## src/rtl/ram_master_ctrl.sv

```systemverilog
// Initiator-side controller for a synchronous RAM with a csn/rwn port.
// Single-beat writes, wrapping read bursts, one-cycle registered-read latency absorbed.
//
// state | meaning
// IDLE  | ready for a request, RAM deselected
// WRITE | write cycle presented to RAM, commits on the next edge
// READ  | one read address issued per cycle, beat counter counts down
// DRAIN | last read address sampled, waiting for the final beat
module ram_master_ctrl #(
  parameter int ADDR_W = 4,
  parameter int DATA_W = 4
) (
  input  logic              clk,
  input  logic              reset_n,
  input  logic              req_valid,
  output logic              req_ready,
  input  logic              req_write,
  input  logic [ADDR_W-1:0] req_addr,
  input  logic [DATA_W-1:0] req_wdata,
  input  logic [ADDR_W-1:0] req_len,
  output logic              rsp_valid,
  output logic [DATA_W-1:0] rsp_data,
  output logic              rsp_last,
  output logic              wr_done,
  output logic              busy,
  output logic [ADDR_W-1:0] ram_addr,
  output logic [DATA_W-1:0] ram_datain,
  output logic              ram_csn,
  output logic              ram_rwn,
  input  logic [DATA_W-1:0] ram_dataout
);

  typedef enum logic [1:0] {IDLE, WRITE, READ, DRAIN} state_e;

  state_e              state_q;
  logic [ADDR_W-1:0]   cnt_q;
  logic                inflight_q;
  logic [ADDR_W-1:0]   ram_addr_q;
  logic [DATA_W-1:0]   ram_datain_q;
  logic                ram_csn_q;
  logic                ram_rwn_q;
  logic                rsp_valid_q;
  logic [DATA_W-1:0]   rsp_data_q;
  logic                rsp_last_q;
  logic                wr_done_q;

  assign req_ready  = (state_q == IDLE);
  assign busy       = (state_q != IDLE);
  assign ram_addr   = ram_addr_q;
  assign ram_datain = ram_datain_q;
  assign ram_csn    = ram_csn_q;
  assign ram_rwn    = ram_rwn_q;
  assign rsp_valid  = rsp_valid_q;
  assign rsp_data   = rsp_data_q;
  assign rsp_last   = rsp_last_q;
  assign wr_done    = wr_done_q;

  always_ff @(posedge clk or negedge reset_n) begin
    if (!reset_n) begin
      state_q      <= IDLE;
      cnt_q        <= '0;
      inflight_q   <= 1'b0;
      ram_addr_q   <= '0;
      ram_datain_q <= '0;
      ram_csn_q    <= 1'b1;
      ram_rwn_q    <= 1'b1;
      rsp_valid_q  <= 1'b0;
      rsp_data_q   <= '0;
      rsp_last_q   <= 1'b0;
      wr_done_q    <= 1'b0;
    end else begin
      // The RAM returns data one cycle after it samples a read, so the
      // beat pipeline trails the READ state by exactly one edge.
      inflight_q  <= (state_q == READ);
      rsp_valid_q <= inflight_q;
      rsp_last_q  <= inflight_q && (state_q == DRAIN);
      if (inflight_q) rsp_data_q <= ram_dataout;
      wr_done_q <= 1'b0;

      case (state_q)
        IDLE: begin
          if (req_valid) begin
            ram_addr_q <= req_addr;
            ram_csn_q  <= 1'b0;
            if (req_write) begin
              ram_datain_q <= req_wdata;
              ram_rwn_q    <= 1'b0;
              state_q      <= WRITE;
            end else begin
              ram_rwn_q <= 1'b1;
              cnt_q     <= req_len;
              state_q   <= READ;
            end
          end
        end
        WRITE: begin
          ram_csn_q <= 1'b1;
          ram_rwn_q <= 1'b1;
          wr_done_q <= 1'b1;
          state_q   <= IDLE;
        end
        READ: begin
          if (cnt_q != '0) begin
            ram_addr_q <= ram_addr_q + ADDR_W'(1);
            cnt_q      <= cnt_q - ADDR_W'(1);
          end else begin
            ram_csn_q <= 1'b1;
            state_q   <= DRAIN;
          end
        end
        DRAIN: begin
          state_q <= IDLE;
        end
        default: begin
          ram_csn_q <= 1'b1;
          ram_rwn_q <= 1'b1;
          state_q   <= IDLE;
        end
      endcase
    end
  end

endmodule
```

## config.mk

```make
export PLATFORM = sky130hd
export DESIGN_NAME = ram_master_ctrl
export DESIGN_NICKNAME = d
export VERILOG_FILES = /design/src/rtl/ram_master_ctrl.sv
export SDC_FILE = /design/constraint.sdc
export NUM_CORES = 1
export LEC_CHECK = 0
export CORE_UTILIZATION = 45
export CTS_BUF_LIST = sky130_fd_sc_hd__clkbuf_16
export CTS_CLUSTER_SIZE = 10
export DETAILED_ROUTE_END_ITERATION = 8
export GPL_ROUTABILITY_DRIVEN = 0
export HOLD_SLACK_MARGIN = 0.08
export MAX_ROUTING_LAYER = met4
export PLACE_DENSITY = 0.86
export SLEW_MARGIN = 40
export SYNTH_ARGS = -nofsm -noshare
export SYNTH_HDL_FRONTEND = slang
export SYNTH_SLANG_ARGS = --single-unit
```

## constraint.sdc

```tcl
create_clock -name clk -period 2.46 [get_ports clk]
set_input_delay 0.492 -clock clk [delete_from_list [all_inputs] [get_ports clk]]
set_output_delay 0.492 -clock clk [all_outputs]
set_load 0.05 [all_outputs]
```

* After elaboration in Yosys (flattened, before gate mapping)
Cells that the tools add are included.
Storage, ports and cells: input port bits 20, output and inout bits 19, register bits 24, word-level logic and storage cells 52
Cells by class: add/subtract/negate cells 2, reduce and logical (&&, ||, !) cells 14, mux-type cells 18, eq/ne operators 7
Operators by type and width (number):
- $mux W4 | 5
- $pmux W4 S2 | 2
- $reduce_and A3 Y1 | 3
- $mux W2 | 3
- $ne A2 B2 Y1 const B | 3
- $pmux W2 S3 | 1
- $reduce_bool A2 Y1 | 3
- $mux W1 | 5
- $add A4 B1 Y4 const B | 1
- $eq A2 B2 Y1 const B | 2
- $reduce_and A2 Y1 | 2
- $reduce_and A4 Y1 | 1
- $reduce_bool A4 Y1 | 1
- $sub A4 B1 Y4 const B | 1
- $pmux W1 S3 | 1
- $reduce_bool A3 Y1 | 1
- $eq A2 B1 Y1 const B | 1
- $logic_not A2 Y1 | 1
- $ne A2 B1 Y1 const B | 1
- $pmux W1 S2 | 1
- $reduce_or A2 Y1 | 1
- $logic_and A1 B1 Y1 | 1

* Depth between registers and ports, before layout
depth in word-level cells 3, depth in mapped cells 8, mapped depth without buffers 6

* Least setup slack after synthesis
Ideal clock, no wire load.
path kind register to register, start point register state_q[0], end point register cnt_q[2], setup slack 0.337 ns, library setup time 0.140 ns, data arrival time 1.983 ns, data required time 2.320 ns, buffers on the path 2, cell stages (with the launch flop) 9, clock period less this slack 2.123 ns, path through dfrtp_1 -> inv_1 -> ha_1 -> clkbuf_1 -> nor2_1 -> or3_1 -> buf_2 -> o22ai_1 -> a221oi_1
On the way: cells in the longest elaborated chain, start to end 3, elaborated cells on any way between the ends 8, classes of those cells eq/ne (4); mux (1); reduce/logical (3)
RTL lines:
- start, declared | line 35 | state_e state_q;
- start signal, assigned | line 60 | state_q <= IDLE;
- start signal, assigned | line 88 | state_q <= WRITE;
- start signal, assigned | line 92 | state_q <= READ;
- $logic_not A2 Y1 (*)
- via req_ready | line 16 | output logic req_ready,
- $ne A2 B2 Y1 (no source line) / $reduce_bool A2 Y1 (equally long branches)
- $reduce_and A4 Y1 (no source line)
- end signal, assigned | line 91 | cnt_q <= req_len;
- end signal, assigned | line 105 | cnt_q <= cnt_q - ADDR_W'(1);
- end, declared | line 36 | logic [ADDR_W-1:0] cnt_q;
The timed path passes the listed nets; every way through them passes the cells marked *. A chain may end at the register's enable or synchronous reset.

* Final worst setup path
start point register state_q[0], end point register cnt_q[2]
On the way: cells in the longest elaborated chain, start to end 3, elaborated cells on any way between the ends 8, classes of those cells eq/ne (4); mux (1); reduce/logical (3)
RTL lines:
- $eq A2 B2 Y1 / $logic_not A2 Y1 (equally long branches) | line 80 | case (state_q)
- $ne A2 B1 Y1 (no source line) (tied with other cells)
- $reduce_and A4 Y1 (no source line)
Parallel ways exist; a longest one is shown, timed or not.

==> results.py <==
metrics = {
    "worst_setup_path": {
        "start_kind": "flop",
        "critPathCaptureType": "flop",
        "worstReg2RegStart": "state_q[0]",
        "worst-path-max-fanout": 12,
        "startpoint": "state_q[0]",
        "required_ns": 2.58,
        "worstPathArrival_ns": 2.25,
        "critical_path_class": "flop to flop",
    },
    "power": {
        "p_leak_nw": 0.749,
        "pwr-share-clk_pct": 12.8,
        "swShare_pct": 47.2,
        "p_sw_mw": 1.26,
        "irDropWorstVdd_mv": 0.888,
        "power_density_nw_per_um2": 1590,
        "pwr-share-seq_pct": 28.2,
        "p_comb_share_pct": 59.0,
        "p_int_mw": 1.41,
    },
    "synth": {
        "synthTopCellsByArea": "dfrtp_1, mux2_2, ha_1, dfstp_2, mux2i_1",
        "yosys_warnings": 0,
        "netlist_instances": 110,
        "synthTopCellsByCount": "dfrtp_1, nand2_1, mux2_2",
        "ys.flop_type": "dfrtp_1",
        "synth_edf_count": 0,
        "synth_top_area_cell": "dfrtp_1",
        "async_flop_share_pct": 100,
        "avgSynthCellArea_um2": 10.9,
        "ys_types": 30,
        "yosysSeqAreaShare_pct": 50.4,
        "yosysMostFrequentCell": "dfrtp_1",
        "netlist_area_um2": 1200,
        "synth.top_cell.area_share_pct": 46.0,
        "synth-seq-cells": 24,
        "synth_fp_nets": 138,
    },
    "clock_tree": {
        "cts_setup_buffers": 0,
        "post_cts_resized": 0,
        "h-tree-depth": 1,
        "cts_tree": "yes",
        "cts.sinks": 24,
        "clkLatencyLatePin_ns": 0.25,
        "root_buffer": "clkbuf_16",
        "cts_buffer_depth": 2,
        "ctsHoldBuffers": 0,
        "cts_buffers": 3,
        "clkTransAtPathRegs_ns": 0.06,
    },
    "outcome": {
        "outcome": "finished clean",
    },
    "die": {
        "start_util_pct": 47.9,
        "design.core.area_um2": 2500,
        "io_pins": 39,
        "rows": 18,
        "die_h_um": 53.6,
        "die-area_um2": 2870,
        "die_w_um": 53.6,
    },
    "grt": {
        "antenna_found_initial": 0,
        "grt_max_degree": 25,
        "grt_usage_pct": 18.8,
        "grt_first_pass_wirelength_um": 3720,
        "gr-total-overflow": 0,
        "grt_pass1_vias": 883,
    },
    "route": {
        "initialDrtViolationCount": 9,
        "vias_per_cell": 5.39,
        "routed_wl_um": 2350,
        "wl_per_cell_um": 13.1,
        "drc": 0,
        "ant_nets": 0,
        "drtPass1Iterations": 4,
        "num_vias": 964,
    },
    "final_layout": {
        "n_antenna_cell": 0,
        "fin_nets": 179,
        "syn_to_final_growth_pct": 40.0,
        "drive_gt1_share_pct": 14.8,
    },
    "place": {
        "io_buffers": 38,
        "hpwl_um": 1740,
    },
    "timing": {
        "drv_slew": 0,
        "hold_viol_final": 0,
        "rsz0062_at_grt": "no",
        "setup_viol": 0,
        "tightestPinTransition_ns": 0.507,
        "totalNegativeSetupSlack_ns": 0,
        "fin_hold_ws_ns": 0.506,
        "relSlewSlack_pct": 66.1,
        "finalCritPeriodShare_pct": 86.5,
        "clock_skew_ns": 0.00164,
        "fin_crit_ns": 2.13,
        "max_freq_ghz": 0.470,
    },
    "flow_run": {
        "cap_violations": 0,
    },
    "hold_path": {
        "min_from": "rsp_data[1]",
        "hold_class": "flop to flop",
    },
}
==> path summary, 6_finish.rpt <==
kind | endpoint | slack, ns | cells after the start
worst max-delay path | cnt_q[2] | 0.33 | 6
worst min-delay path | rsp_data[1] | 0.51 | 1
worst max register to register | cnt_q[2] | 0.33 | 6
worst min register to register | rsp_data[1] | 0.51 | 1
max in group asynchronous | ram_csn | 1.59 | 2
min in group asynchronous | ram_datain[3] | 0.59 | 2
==> stage by stage <==
step	power, mW	worst slack, ns	util, %	std cells	cell area, µm²
2_1_floorplan	1.88	0.337	-	110	1200
3_3_place_gp	2.28	0.314	64.1	176	1600
3_5_place_dp	2.33	0.247	64.1	176	1600
4_1_cts	2.69	0.341	67.1	179	1680
5_1_grt	2.84	0.208	67.1	179	1680
6_report	2.66	0.333	67.1	179	1680
==> critical path, cell delays in order (launching register included) <==
cell      delay [ns]
dfrtp_1         0.41
inv_1           0.10
ha_1            0.34
and4bb_1        0.29
or3_1           0.53
o22ai_1         0.21
a221oi_1        0.10
==> registers in the layout, summed over array words and instances, names as in the netlist, 2 cells and up <==
name        flops
cnt_q           4
ram_addr        4
ram_datain      4
rsp_data        4
state_q         2
==> kinds of logic (layout without fill, tap and decap cells) <==
logic type	count (synthesis)	in the layout	synth area share [%]
and+or+nand+nor	33	33	14.3
DFF	24	24	50.4
AOI/OAI and AO/OA	19	19	9.82
muxes	14	14	12.6
buffers and inverters	12	51	4.49
adders and majority gates	8	8	8.36
==> cells in the final DEF (no fill, tap or decap), drive strengths merged <==
cell type	n
clkdlybuf4s50	36
dfrtp	22
nand2	12
mux2	9
o21ai	9
inv	8
ha	8
mux2i	5
nor3	5
nor2	4
buf	4
nand3	3
o22ai	3
clkbuf	3
a211oi	2
nor4	2
a221oi	2
dfstp	2
and2	1
and4bb	1
and2b	1
or3	1
or2	1
or3b	1
a21o	1
nand4	1
a31o	1
a21oi	1
==> power by group through the flow <==
stage | Sequential (mW) | Combinational (mW) | Clock, mW
floorplan | 1.20 | 0.675 | 0
finish | 0.752 | 1.57 | 0.341
global route | 0.784 | 1.68 | 0.367
global placement | 0.746 | 1.53 | 0
CTS | 0.755 | 1.58 | 0.353
detailed placement | 0.760 | 1.57 | 0
==> layer usage <==
metal  global-route usage, %  part of all wire (%)  vias up
li1                        -                     -      465
met3                    4.52                   8.4        2
met4                    6.58                   1.1        0
met2                    31.7                    48       47
met1                    21.9                    43      450
met5                       -                     0        -
==> layout make-up <==
| type | count | area [µm²] |
|---|---|---|
| well taps | 30 | 37.5 |
| clock buffers | 3 | 75.1 |
| multi-input cells | 74 | 541 |
| repair buffers | 40 | 390 |
| flip-flops and latches | 24 | 603 |
| inverters | 8 | 30.0 |
| fillers | 189 | 823 |
Power figures use the tool's default switching activity.
